**config.mk**
```make
export PLATFORM = sky130hd
export DESIGN_NAME = uart_rx
export DESIGN_NICKNAME = d
export VERILOG_FILES = /design/src/rtl/uart_pkg.sv /design/src/rtl/uart_sync2.sv /design/src/rtl/uart_rx.sv
export SDC_FILE = /design/constraint.sdc
export NUM_CORES = 1
export LEC_CHECK = 0
export CORE_MARGIN = 3
export CORE_UTILIZATION = 60
export CTS_CLUSTER_DIAMETER = 200
export DETAILED_ROUTE_END_ITERATION = 10
export DONT_BUFFER_PORTS = 1
export PLACE_DENSITY = 0.8
export SYNTH_ARGS = -nofsm -noshare
export SYNTH_HDL_FRONTEND = slang
export SYNTH_SLANG_ARGS = --single-unit
```
**constraint.sdc**
```tcl
create_clock -name clk -period 2.2 [get_ports clk]
set_input_delay 0.44 -clock clk [delete_from_list [all_inputs] [get_ports clk]]
set_output_delay 0.44 -clock clk [all_outputs]
set_load 0.005 [all_outputs]
```
**src/rtl/uart_pkg.sv**
```systemverilog
// rtl/uart_pkg.sv - shared UART definitions: state encoding, data width, FACTOR legality
package uart_pkg;

    localparam int UART_DATA_BITS  = 8;
    localparam int UART_FACTOR_MIN = 4;
    localparam int UART_FACTOR_MAX = 256;

    // Receiver FSM encoding; the parity state only exists when parity is built in
    typedef enum logic [2:0] {
        ST_IDLE   = 3'd0,
        ST_START  = 3'd1,
        ST_DATA   = 3'd2,
`ifdef UART_RX_PARITY_EN
        ST_PARITY = 3'd3,
`endif
        ST_STOP   = 3'd4,
        ST_BREAK  = 3'd5
    } uart_state_e;

    // Bit period must be long enough for a mid-bit sample and fit the 8-bit counter
    function automatic bit uart_factor_ok(input int factor);
        return (factor >= UART_FACTOR_MIN) && (factor <= UART_FACTOR_MAX);
    endfunction

endpackage

```
**src/rtl/uart_sync2.sv**
```systemverilog
// rtl/uart_sync2.sv - two-flop synchronizer, resets to 1 (idle line level)
module uart_sync2 (
    input  logic clk,
    input  logic reset,
    input  logic d,
    output logic q
);

    logic s1_d, s1_q;
    logic s2_d, s2_q;

    // Next values simply shift the asynchronous input down the chain
    always_comb begin
        s1_d = d;
        s2_d = s1_q;
    end

    // Both stages reset high so a reset never looks like a start bit
    always_ff @(posedge clk or negedge reset) begin
        if (!reset) begin
            s1_q <= 1'b1;
            s2_q <= 1'b1;
        end else begin
            s1_q <= s1_d;
            s2_q <= s2_d;
        end
    end

    assign q = s2_q;

endmodule

```
**src/rtl/uart_rx.sv**
```systemverilog
// rtl/uart_rx.sv - 8N1 UART receiver with valid/ready output; UART_RX_PARITY_EN adds even parity
module uart_rx
    import uart_pkg::*;
#(
    parameter int FACTOR = 16
) (
    input  logic       clk,
    input  logic       reset,
    input  logic       rx,
    output logic [7:0] data,
    output logic       valid,
    input  logic       ready,
    output logic       frame_err,
    output logic       overrun,
    output logic       parity_err
);

    generate
        if (!uart_factor_ok(FACTOR)) begin : g_bad_factor
            $error("uart_rx: FACTOR must be in 4..256");
        end
    endgenerate

    // Counter compare points: mid start bit, then one full bit period per sample
    localparam logic [7:0] CNT_HALF = 8'(FACTOR / 2 - 1);
    localparam logic [7:0] CNT_LAST = 8'(FACTOR - 1);
    localparam logic [2:0] BIT_LAST = 3'(UART_DATA_BITS - 1);

    logic rx_s;

    uart_sync2 u_sync (
        .clk   (clk),
        .reset (reset),
        .d     (rx),
        .q     (rx_s)
    );

    uart_state_e               state_d, state_q;
    logic [7:0]                cnt_d, cnt_q;
    logic [2:0]                bit_d, bit_q;
    logic [UART_DATA_BITS-1:0] shift_d, shift_q;
    logic [7:0]                data_d, data_q;
    logic                      valid_d, valid_q;
    logic                      fe_d, fe_q;
    logic                      ov_d, ov_q;
    logic                      par_bad;
`ifdef UART_RX_PARITY_EN
    logic                      par_d, par_q;
    logic                      pe_d, pe_q;

    // Even parity: data bits plus parity bit must XOR to zero
    assign par_bad = ^{shift_q, par_q};
`else
    assign par_bad = 1'b0;
`endif

    // Frame sequencing, bit sampling and output handshake
    always_comb begin
        state_d = state_q;
        cnt_d   = cnt_q + 8'd1;
        bit_d   = bit_q;
        shift_d = shift_q;
        data_d  = data_q;
        valid_d = valid_q;
        fe_d    = 1'b0;
        ov_d    = 1'b0;
`ifdef UART_RX_PARITY_EN
        par_d   = par_q;
        pe_d    = 1'b0;
`endif

        if (valid_q && ready) begin
            valid_d = 1'b0;
        end

        case (state_q)
            ST_IDLE: begin
                cnt_d = 8'd0;
                bit_d = 3'd0;
                if (!rx_s) begin
                    state_d = ST_START;
                end
            end
            ST_START: begin
                if (cnt_q == CNT_HALF) begin
                    cnt_d   = 8'd0;
                    // A start bit that is high again at mid-bit was only a glitch
                    state_d = rx_s ? ST_IDLE : ST_DATA;
                end
            end
            ST_DATA: begin
                if (cnt_q == CNT_LAST) begin
                    cnt_d   = 8'd0;
                    shift_d = {rx_s, shift_q[UART_DATA_BITS-1:1]};
                    bit_d   = bit_q + 3'd1;
                    if (bit_q == BIT_LAST) begin
`ifdef UART_RX_PARITY_EN
                        state_d = ST_PARITY;
`else
                        state_d = ST_STOP;
`endif
                    end
                end
            end
`ifdef UART_RX_PARITY_EN
            ST_PARITY: begin
                if (cnt_q == CNT_LAST) begin
                    cnt_d   = 8'd0;
                    par_d   = rx_s;
                    state_d = ST_STOP;
                end
            end
`endif
            ST_STOP: begin
                if (cnt_q == CNT_LAST) begin
                    cnt_d = 8'd0;
                    if (!rx_s) begin
                        fe_d    = 1'b1;
                        state_d = ST_BREAK;
                    end else if (par_bad) begin
`ifdef UART_RX_PARITY_EN
                        pe_d    = 1'b1;
`endif
                        state_d = ST_IDLE;
                    end else begin
                        state_d = ST_IDLE;
                        // Load only when the slot is free or being freed this cycle
                        if (!valid_q || ready) begin
                            data_d  = shift_q;
                            valid_d = 1'b1;
                        end else begin
                            ov_d = 1'b1;
                        end
                    end
                end
            end
            ST_BREAK: begin
                cnt_d = 8'd0;
                if (rx_s) begin
                    state_d = ST_IDLE;
                end
            end
            default: begin
                cnt_d   = 8'd0;
                state_d = ST_IDLE;
            end
        endcase
    end

    // All receiver state and registered outputs
    always_ff @(posedge clk or negedge reset) begin
        if (!reset) begin
            state_q <= ST_IDLE;
            cnt_q   <= 8'd0;
            bit_q   <= 3'd0;
            shift_q <= '0;
            data_q  <= 8'd0;
            valid_q <= 1'b0;
            fe_q    <= 1'b0;
            ov_q    <= 1'b0;
`ifdef UART_RX_PARITY_EN
            par_q   <= 1'b0;
            pe_q    <= 1'b0;
`endif
        end else begin
            state_q <= state_d;
            cnt_q   <= cnt_d;
            bit_q   <= bit_d;
            shift_q <= shift_d;
            data_q  <= data_d;
            valid_q <= valid_d;
            fe_q    <= fe_d;
            ov_q    <= ov_d;
`ifdef UART_RX_PARITY_EN
            par_q   <= par_d;
            pe_q    <= pe_d;
`endif
        end
    end

    assign data      = data_q;
    assign valid     = valid_q;
    assign frame_err = fe_q;
    assign overrun   = ov_q;
`ifdef UART_RX_PARITY_EN
    assign parity_err = pe_q;
`else
    assign parity_err = 1'b0;
`endif

endmodule

```
# ---- Word level (Yosys, flattened, before mapping)
# Cells that the tools add are included.
dict set report op_classes {
  mux 26
  eq_ne 13
  n_addsub 2
  n_reduce_logical 10
}
# cell count
set op_table {}
lappend op_table {{3-bit 2-to-1 mux} 8}
lappend op_table {{8-bit 2-to-1 mux} 2}
lappend op_table {{8-bit one-hot mux with 2 select lines} 1}
lappend op_table {{3-bit one-hot mux with 5 select lines} 1}
lappend op_table {{1-bit 2-to-1 mux} 12}
lappend op_table {{2-bit inequality test (second input constant)} 5}
lappend op_table {{3-bit equality test (second input constant)} 3}
lappend op_table {{8-bit by 1-bit adder with 8-bit output (second input constant)} 1}
lappend op_table {{8-bit by 3-bit equality test with 1-bit output (second input constant)} 1}
lappend op_table {{8-bit by 4-bit equality test with 1-bit output (second input constant)} 1}
lappend op_table {{3-bit one-hot mux with 2 select lines} 1}
lappend op_table {{6-bit AND reduction} 1}
lappend op_table {{2-bit AND reduction} 2}
lappend op_table {{4-bit AND reduction} 1}
lappend op_table {{3-bit by 1-bit adder with 3-bit output (second input constant)} 1}
lappend op_table {{3-bit by 1-bit equality test with 1-bit output (second input constant)} 1}
lappend op_table {{3-bit by 2-bit equality test with 1-bit output (second input constant)} 1}
lappend op_table {{3-bit logical NOT} 1}
lappend op_table {{2-bit 2-to-1 mux} 1}
lappend op_table {{2-bit by 1-bit inequality test with 1-bit output (second input constant)} 1}
lappend op_table {{2-bit nonzero test} 1}
lappend op_table {{2-bit OR reduction} 1}
lappend op_table {{1-bit logical AND} 1}
lappend op_table {{1-bit logical NOT} 1}
lappend op_table {{1-bit logical OR} 1}
dict set report word_totals {
  in_bits 4
  output_inout_bits 12
  register_bits 35
  elab_cells 61
}

# ---- Logic depth before layout (Yosys ltp)
# Gate-level depths: netlist of the first run.
dict set report depth {
  ltp_word 6
  depth_mapped 7
  ltp_nobuf 5
}

# ---- Hierarchy
# From an unflattened synthesis of the first run, not the netlist that was laid out.
dict set report unflattened {
  hier_cells 136
  area_unflattened_um2 1617.8
}
# mod n_inst area_each_um2 seq_area_each_um2 cells_each
set modules_own_cells {}
lappend modules_own_cells {uart_rx 1 1565.3 825.8 134}
lappend modules_own_cells {uart_sync2 1 52.6 52.6 2}

# ---- Worst setup path before layout of the first run
# No wires, ideal clock.
dict set report synth_timing {
  path_kind {register to register}
  from {register cnt_q[0]}
  to {register data_q[0], in the netlist data[0]}
  path_stages_with_launch 8
  t_arrival_ps 1727
  path_slack_ps 348
  period_less_slack_ps 1852
  setup_ps 125
  n_path_buf 2
  path_cell_list {dfrtp_1 ha_1 and3_1 clkbuf_1 and2_4 and4_4 buf_12 mux2_4}
}
dict set report synth_between {
  elab_chain_cells 2
}
# item line
set synth_rtl {}
lappend synth_rtl {{start, declared} uart_rx.sv:39} ;# logic [7:0] cnt_d, cnt_q;
lappend synth_rtl {{start signal, assigned} uart_rx.sv:167} ;# cnt_q <= cnt_d;
lappend synth_rtl {{8-bit by 4-bit equality test with 1-bit output} uart_rx.sv:115} ;# if (cnt_q == CNT_LAST) begin
lappend synth_rtl {{4-bit AND reduction (no source line)} -}
lappend synth_rtl {{end signal, assigned} uart_rx.sv:170} ;# data_q <= data_d;
lappend synth_rtl {{end, declared} uart_rx.sv:42} ;# logic [7:0] data_d, data_q;
# Every way passes these cells.
# A chain may end at the register's enable or synchronous reset.

# ---- Final worst setup path of the first run
dict set report layout_timing {
  from {register cnt_q[0]}
  to {register data_q[2], in the netlist data[2]}
}
# The elaborated chain is that of the path after synthesis.

==> reports/qor.yml, run 1 <==
status: "complete, no violations"
dieHeight_um: 57.1
crit_fanout: 8
drive_above_1_share_pct: 24.4
power.total_mw: 1.57
ioPinCount: 16
dpl.hpwl_mm: 1.74
p_per_area_nw_per_um2: 933
drc: 0
yosysTopAreaCellShare_pct: 52.8
grt_overflow_total: 0
critical_path_arrival_ns: 2.13
die-area_um2: 3260
synth_area_um2: 1560
worstSetupEndpointType: "register"
core_um2: 2340
crit_chain: "ha_1 -> and3_1 -> and2_4 -> and4_4 -> mux2_4"
nNetsFinal: 133
combPwrFrac_pct: 14.4
post_cts_buffers: 0
cts_buffers: 5
critPathRequiredTime_ns: 2.43
setup_viol: 0
start_kind: "register"
drv_cap: 0
track_usage_pct: 18.5
r2r_start: "cnt_q[0]"
cts_tree: "yes"
finalNonFillerCells: 155
reg2reg_depth: 5
synth_edf_count: 0
drtIter0Drc: 26
rsz0062_at_grt: "no"
p_clk_share_pct: 35.9
post_drt_wl_per_cell_um: 16.9
postLayoutCellArea_um2: 1680
placed_area_um2: 1550
antenna_found_initial: 0
p_seq_share_pct: 49.7
cts_sinks: 35
slew_violations: 0
mostFrequentLayoutCells: "33 x dfrtp_1, 13 x nor2_1, 8 x mux2_2, 8 x mux2_4"
layout_commonest_cell: "dfrtp_1"
wirelength_mm: 2.62
synth_flop_cell: "dfrtp_1"
cts_root_buffer: "clkbuf_4"
relSlewSlack_pct: 67.1
vias_per_cell: 5.91
worst_hold_path_type: "input pin to register"
cpPeakStageDelay_ns: 0.38
finalHoldViolations: 0
syn-num-nets: 131
hp-start: "rx"
yosysWarningCount: 0
ys_ff_latch: 35
yosysTopAreaCell: "dfrtp_1"
syn_inst: 124
core.rowCount: 17
worstSetupPathType: "register to register"
routed-via-count: 916
async_reset_ff_share_pct: 100
dp_cells: 145
htreeDepth: 2
fill_cells: 168
worst_pin_slew_ns: 0.490
cts_resized: 0
cts_buffer_depth: 2
port_buffers: 0
timing.final.crit_share_pct: 86.5
power_switching_mw: 0.414
grt_max_degree: 36
n_antenna_cell: 0
regToRegSetupSlack_ns: 0.30
synth_cell_types: 34
swShare_pct: 26.4
start_util_pct: 66.8
cpMaxStageDelayCell: "dfrtp_1"
avgSynthCellArea_um2: 12.6
hold_end: "u_sync.s1_q"
fin_worst_skew_ns: 0.0148
grt_first_pass_wirelength_mm: 4.47
p_leak_nw: 0.790
dr.pass1.iters: 4
insertion_delay_ns: 0.34
clk_pin_slew_ns: 0.10
p_int_mw: 1.16
routabilityCongestion: 0.767
die_x_um: 57.1
syn_to_final_growth_pct: 7.52
tns_ns: 0
period_needed_ns: 1.90
grt_pass1_vias: 967
ant_nets: 0
hold_depth: 0
synth_area_leaders: "dfrtp_1 53%, mux2_4 7.7%, mux2_2 5.8%"
power.ir.vdd_worst_mv: 0.776
timing.fmax_mhz: 526
synth_seq_area_share_pct: 56.2
r2r_end: "data[2]"
==> power by group through the flow <==
stage	registers [mW]	clock network [mW]	logic (mW)
2_1_floorplan	0.753	0	0.201
3_3_place_gp	0.784	0	0.203
3_5_place_dp	0.788	0	0.210
4_1_cts	0.777	0.577	0.230
5_1_grt	0.790	0.602	0.264
6_report	0.780	0.563	0.226
==> synthesized netlist by cell type (all sizes together) (2+ instances only) <==
master / number
buf: 4
o21ai: 6
nand3: 5
nor3b: 2
inv: 5
mux2: 16
nand2b: 4
xnor2: 5
clkbuf: 3
dfstp: 2
nor3: 2
nor2: 13
o311ai: 3
nand2: 4
xor2: 2
dfrtp: 33
ha: 3
==> sequential cells by signal (all words and copies together), names as in the netlist <==
name,flops
state_q,3
frame_err,1
overrun,1
data,8
u_sync.s1_q,1
bit_q,3
shift_q,8
cnt_q,8
valid,1
u_sync.q,1
==> metrics by stage <==
stage          worst slack (ns)  utilization (%)  hold slack (ns)
2_1_floorplan             0.348                -            0.144
4_1_cts                   0.291             71.9           0.0857
6_report                  0.297             71.9            0.101
5_1_grt                   0.240             71.9           0.0771
3_5_place_dp              0.297             66.3            0.145
3_3_place_gp              0.359             66.3            0.145
==> timing repair <==
item / in CTS / in global routing
setup endpoints to repair: 0 / 0
hold endpoints to repair: 35 / 0
hold buffers: 2 / 0
==> routing by layer <==
layer / vias to the layer above / wire (µm) / part of all wire (%) / GRT usage [%]
li1: 429 / - / - / -
met1: 455 / 1070 / 41 / 21.3
met2: 25 / 1380 / 53 / 32.3
met3: 7 / 126 / 4.8 / 5.66
met4: 0 / 46 / 1.8 / 6.95
met5: - / 0 / 0 / 0
==> worst max-delay path by stage <==
stage | start | endpoint | depth (start not counted)
finish | cnt_q[0] | data[2] | 5
global route | state_q[1] | bit_q[1] | 4
CTS | cnt_q[0] | data[2] | 5
detailed placement | cnt_q[0] | data[2] | 5
global placement | cnt_q[5] | data[7] | 4
floorplan | cnt_q[0] | data[0] | 7
==> final cells by class <==
class                      instances  area (µm²)  area share [%]
sequential                        35         878            52.2
clock buffer                       6        41.3            2.46
multi-input combinational         77         618            36.8
inverter                           5        18.8            1.12
timing repair buffer               2        30.0            1.79
clock inverter                     2        60.1            3.57
tap                               28        35.0            2.08
==> worst max-delay path: cells and delay by family (launching register included) <==
| kind | cells | cell delay, ns |
|---|---|---|
| fa+ha+maj | 1 | 0.24 |
| mux | 1 | 0.32 |
| simple gates | 3 | 0.87 |
| flops | 1 | 0.38 |
==> kinds of logic (layout without fill, tap and decap cells) <==
family                   after synthesis  after routing  synth area share [%]
AO/OA/AOI/OAI                         15             15                  6.64
XOR/XNOR                               7              7                  3.92
adder cells (fa/ha/maj)                3              3                  2.40
buffers and inverters                 12             15                  4.32
flip-flops                            35             35                  56.2
multiplexers                          16             16                  13.4
other                                  1              1                 0.240
AND/OR/NAND/NOR                       35             35                  12.9
Power figures use the tool's default switching activity.
==> run 2, diff against run 1 <==
--- a/config.mk
+++ b/config.mk
@@ -5,12 +5,15 @@
 export SDC_FILE = /design/constraint.sdc
 export NUM_CORES = 1
 export LEC_CHECK = 0
+export ABC_AREA = 1
 export CORE_MARGIN = 3
 export CORE_UTILIZATION = 60
+export CTS_BUF_LIST = sky130_fd_sc_hd__clkbuf_8
 export CTS_CLUSTER_DIAMETER = 200
 export DETAILED_ROUTE_END_ITERATION = 10
 export DONT_BUFFER_PORTS = 1
 export PLACE_DENSITY = 0.8
+export RECOVER_POWER = 50
 export SYNTH_ARGS = -nofsm -noshare
 export SYNTH_HDL_FRONTEND = slang
 export SYNTH_SLANG_ARGS = --single-unit
==> run 2 against run 1 <==
- clock skew down 0.0046 ns
- global-route usage decreased by 0.64 points
- power increased by 9.6%
- clock power rose by 4%
- worst hold slack better by 0.055 ns
- sequential power fell by 5.3%
- worst setup slack improved by 0.14 ns
- combinational power grew 76%
- maximum frequency grew 8.1%
- cell area increased by 6.4%
- die area rose by 4.8%
- first-iteration DRC count is 110% higher
- critical endpoint is now shift_q[1]
- largest cell class unchanged
- highest routed layer unchanged
==> reports/qor.yml, run 2 <==
cts_resized: 0  # unchanged
fin_util_pct: 70.3  # -1.6 points
clk_pin_slew_ns: 0.07  # -0.03 ns
cp.depth: 5  # unchanged
vias_per_cell: 5.39  # -8.8%
grt_overflow_total: 0  # unchanged
critical_path_arrival_ns: 1.96  # -0.17 ns
dpl.hpwl_mm: 1.86  # +6.7%
syn_to_final_growth_pct: 8.58
ys_ff_latch: 35  # unchanged
hp-start: "rx"
ant_nets: 0  # unchanged
fin_worst_skew_ns: 0.0103  # -0.00457 ns
reg2reg_depth: 5  # unchanged
path_delay_family: "simple AND/OR/NAND/NOR gates"
yosysTopAreaCellShare_pct: 50.1  # -2.7 points
crit_end: "shift_q[1]"
insertion_delay_ns: 0.29  # -0.05 ns
start_kind: "register"
cts_sinks: 35  # unchanged
port_buffers: 0  # unchanged
syn-num-nets: 187  # +43%
finalHoldViolations: 0  # unchanged
dp_cells: 206  # +42%
drc: 0  # unchanged
power_switching_mw: 0.531  # +28%
htreeDepth: 2  # unchanged
cp-startpoint: "cnt_q[0]"
swShare_pct: 30.9  # +4.5 points
synth_area_um2: 1650  # +5.4%
cts_buffers: 5  # unchanged
critPathBufInv: 0  # unchanged
dieHeight_um: 58.4  # +2.4%
wirelength_mm: 2.62  # about the same
relSlewSlack_pct: 46.9  # -20 points
combPwrFrac_pct: 23.1  # +8.7 points
use_met2_pct: 28.7  # -3.6 points
synth_area_leaders: "dfrtp_1 50%, nand2_1 10%, o21ai_2 5.3%"
ioPinCount: 16  # unchanged
synth_edf_count: 0  # unchanged
routabilityCongestion: 0.795  # +3.6%
timing.fmax_mhz: 568  # +8.1%
drv_cap: 0  # unchanged
drtIter0Drc: 54  # +110%
worst_pin_slew_ns: 0.797  # +0.307 ns
cts_root_buffer: "clkbuf_8"
critPathRequiredTime_ns: 2.40  # -0.03 ns
antenna_found_initial: 0  # unchanged
crit_fanout: 21  # +13
setup_viol: 0  # unchanged
async_reset_ff_share_pct: 100  # unchanged
worst_hold_path_type: "input pin to register"
core_um2: 2540  # +8.8%
drive_above_1_share_pct: 16.1  # -8.3 points
routed-via-count: 1164  # +27%
slew_violations: 0  # unchanged
track_usage_pct: 17.9  # -0.64 points
post_drt_wl_per_cell_um: 12.1  # -28%
cpMaxStageDelayCell: "nand2_1"
p_seq_share_pct: 43.0  # -6.7 points
use_met3_pct: 7.46  # +1.8 points
worstSetupEndpointType: "register"
setup_slack_ns: 0.440  # +0.142 ns
crit_chain: "ha_1 -> nand3_4 -> nor2_4 -> nand2_1 -> o21ai_0"
busiest_layer: "met2"
postLayoutCellArea_um2: 1790  # +6.4%
period_needed_ns: 1.76  # -0.142 ns
regToRegSetupSlack_ns: 0.44  # +0.14 ns
synth_flop_cell: "dfrtp_1"
mostFrequentLayoutCells: "45 x nand2_1, 33 x dfrtp_1, 18 x inv_1"
grt_max_degree: 36  # unchanged
avgSynthCellArea_um2: 9.15  # -27%
met1_usage_pct: 20.4  # -0.84 points
tns_ns: 0  # unchanged
start_util_pct: 64.7  # -2.1 points
yosysWarningCount: 0  # unchanged
cpPeakStageDelay_ns: 0.38  # about the same
status: "complete, no violations"
dp_slack_ns: 0.423  # +0.126 ns
core.rowCount: 18  # +1
synth_cell_types: 27  # -21%
cts_tree: "yes"
grt_first_pass_wirelength_mm: 4.54  # +1.5%
power.ir.vdd_worst_mv: 0.922  # +19%
ys_top_cells_by_count: "45 x nand2_1, 33 x dfrtp_1, 18 x inv_1"
nNetsFinal: 192  # +44%
synth.most_common_cell: "nand2_1"
p_leak_nw: 0.850  # +7.6%
r2r_start: "cnt_q[0]"
p_int_mw: 1.19  # +2.8%
worstSetupPathType: "register to register"
timing.final.crit_share_pct: 80.0  # -6.5 points
finalNonFillerCells: 216  # +39%
grt_pass1_vias: 1071  # +11%
dr.pass1.iters: 4  # unchanged
r2r_end: "shift_q[1]"
n_antenna_cell: 0  # unchanged
p_per_area_nw_per_um2: 961  # +3.0%
layout_commonest_cell: "nand2_1"
synth_seq_area_share_pct: 53.3  # -2.9 points
p_clk_share_pct: 33.9  # -2.0 points
yosysTopAreaCell: "dfrtp_1"
die_x_um: 58.4  # +2.4%
placed_area_um2: 1660  # +6.9%
rsz0062_at_grt: "no"
syn_inst: 180  # +45%
die-area_um2: 3410  # +4.8%
cts_buffer_depth: 2  # unchanged
==> run 2: changes by cell type after synthesis, sizes merged, moves of 3 or more <==
| cell | delta |
|---|---|
| xnor2 | -5 |
| o311ai | -3 |
| clkbuf | -3 |
| nand4 | +3 |
| nand3 | +9 |
| a21oi | +4 |
| nor2 | +3 |
| inv | +15 |
| mux2 | -16 |
| o21ai | +19 |
| nand2 | +42 |
| nand2b | -4 |
==> run 2: per-stage QoR <==
step / hold WS [ns] / total power, mW
2_1_floorplan: 0.144 / 1.05
3_3_place_gp: 0.145 / 1.12
3_5_place_dp: 0.145 / 1.13
4_1_cts: 0.146 / 1.74
5_1_grt: 0.133 / 1.83
6_report: 0.155 / 1.72
==> run 2: area by class of cell <==
| class | count | area (µm²) |
|---|---|---|
| well taps | 30 | 37.5 |
| flip-flops and latches | 35 | 878 |
| fillers | 192 | 756 |
| multi-input cells | 121 | 666 |
| inverters | 20 | 75.1 |
| repair buffers | 2 | 15.0 |
| clock inverters | 2 | 35.0 |
| clock buffers | 6 | 82.6 |
==> run 2: worst register-to-register path: stages, from the launching register on <==
cell	delay (ns)
dfrtp_1	0.37
ha_1	0.26
nand3_4	0.14
nor2_4	0.23
nand2_1	0.38
o21ai_0	0.29
==> run 2: what timing repair did <==
item | CTS | global route
endpoints found under the hold margin | 35 | 0
buffers inserted | 0 | 0
endpoints found under the setup margin | 0 | 0
hold buffers | 2 | 0
==> run 2: metal layers <==
metal | wire [µm] | share of wire [%]
met1 | 1150 | 44
met2 | 1260 | 48
met3 | 154 | 5.9
met4 | 50 | 1.9
met5 | 0 | 0
==> run 2: cells by family after synthesis <==
group                      synth area share, %
and+or+nand+nor                           25.4
other                                    0.228
buffers and inverters                     6.30
xor gates and xnor gates                 0.532
adders and majority gates                 2.28
DFF                                       53.3
AOI/OAI and AO/OA                         12.0
==> run 2: power by group through the flow <==
stage	sequential [mW]	clock (mW)	combinational, mW
final	0.739	0.583	0.397
after global routing	0.746	0.626	0.460
after CTS	0.738	0.596	0.401
after detailed placement	0.750	0	0.380
after global placement	0.744	0	0.374
after floorplan	0.739	0	0.315
==> run 2: worst min path at each step <==
stage               slack, ns          end  cells after the start
global placement         0.15      overrun                      0
floorplan                0.14     bit_q[0]                      0
finish                   0.16  u_sync.s1_q                      0
CTS                      0.15  u_sync.s1_q                      0
global route             0.13  u_sync.s1_q                      0
detailed placement       0.15      overrun                      0
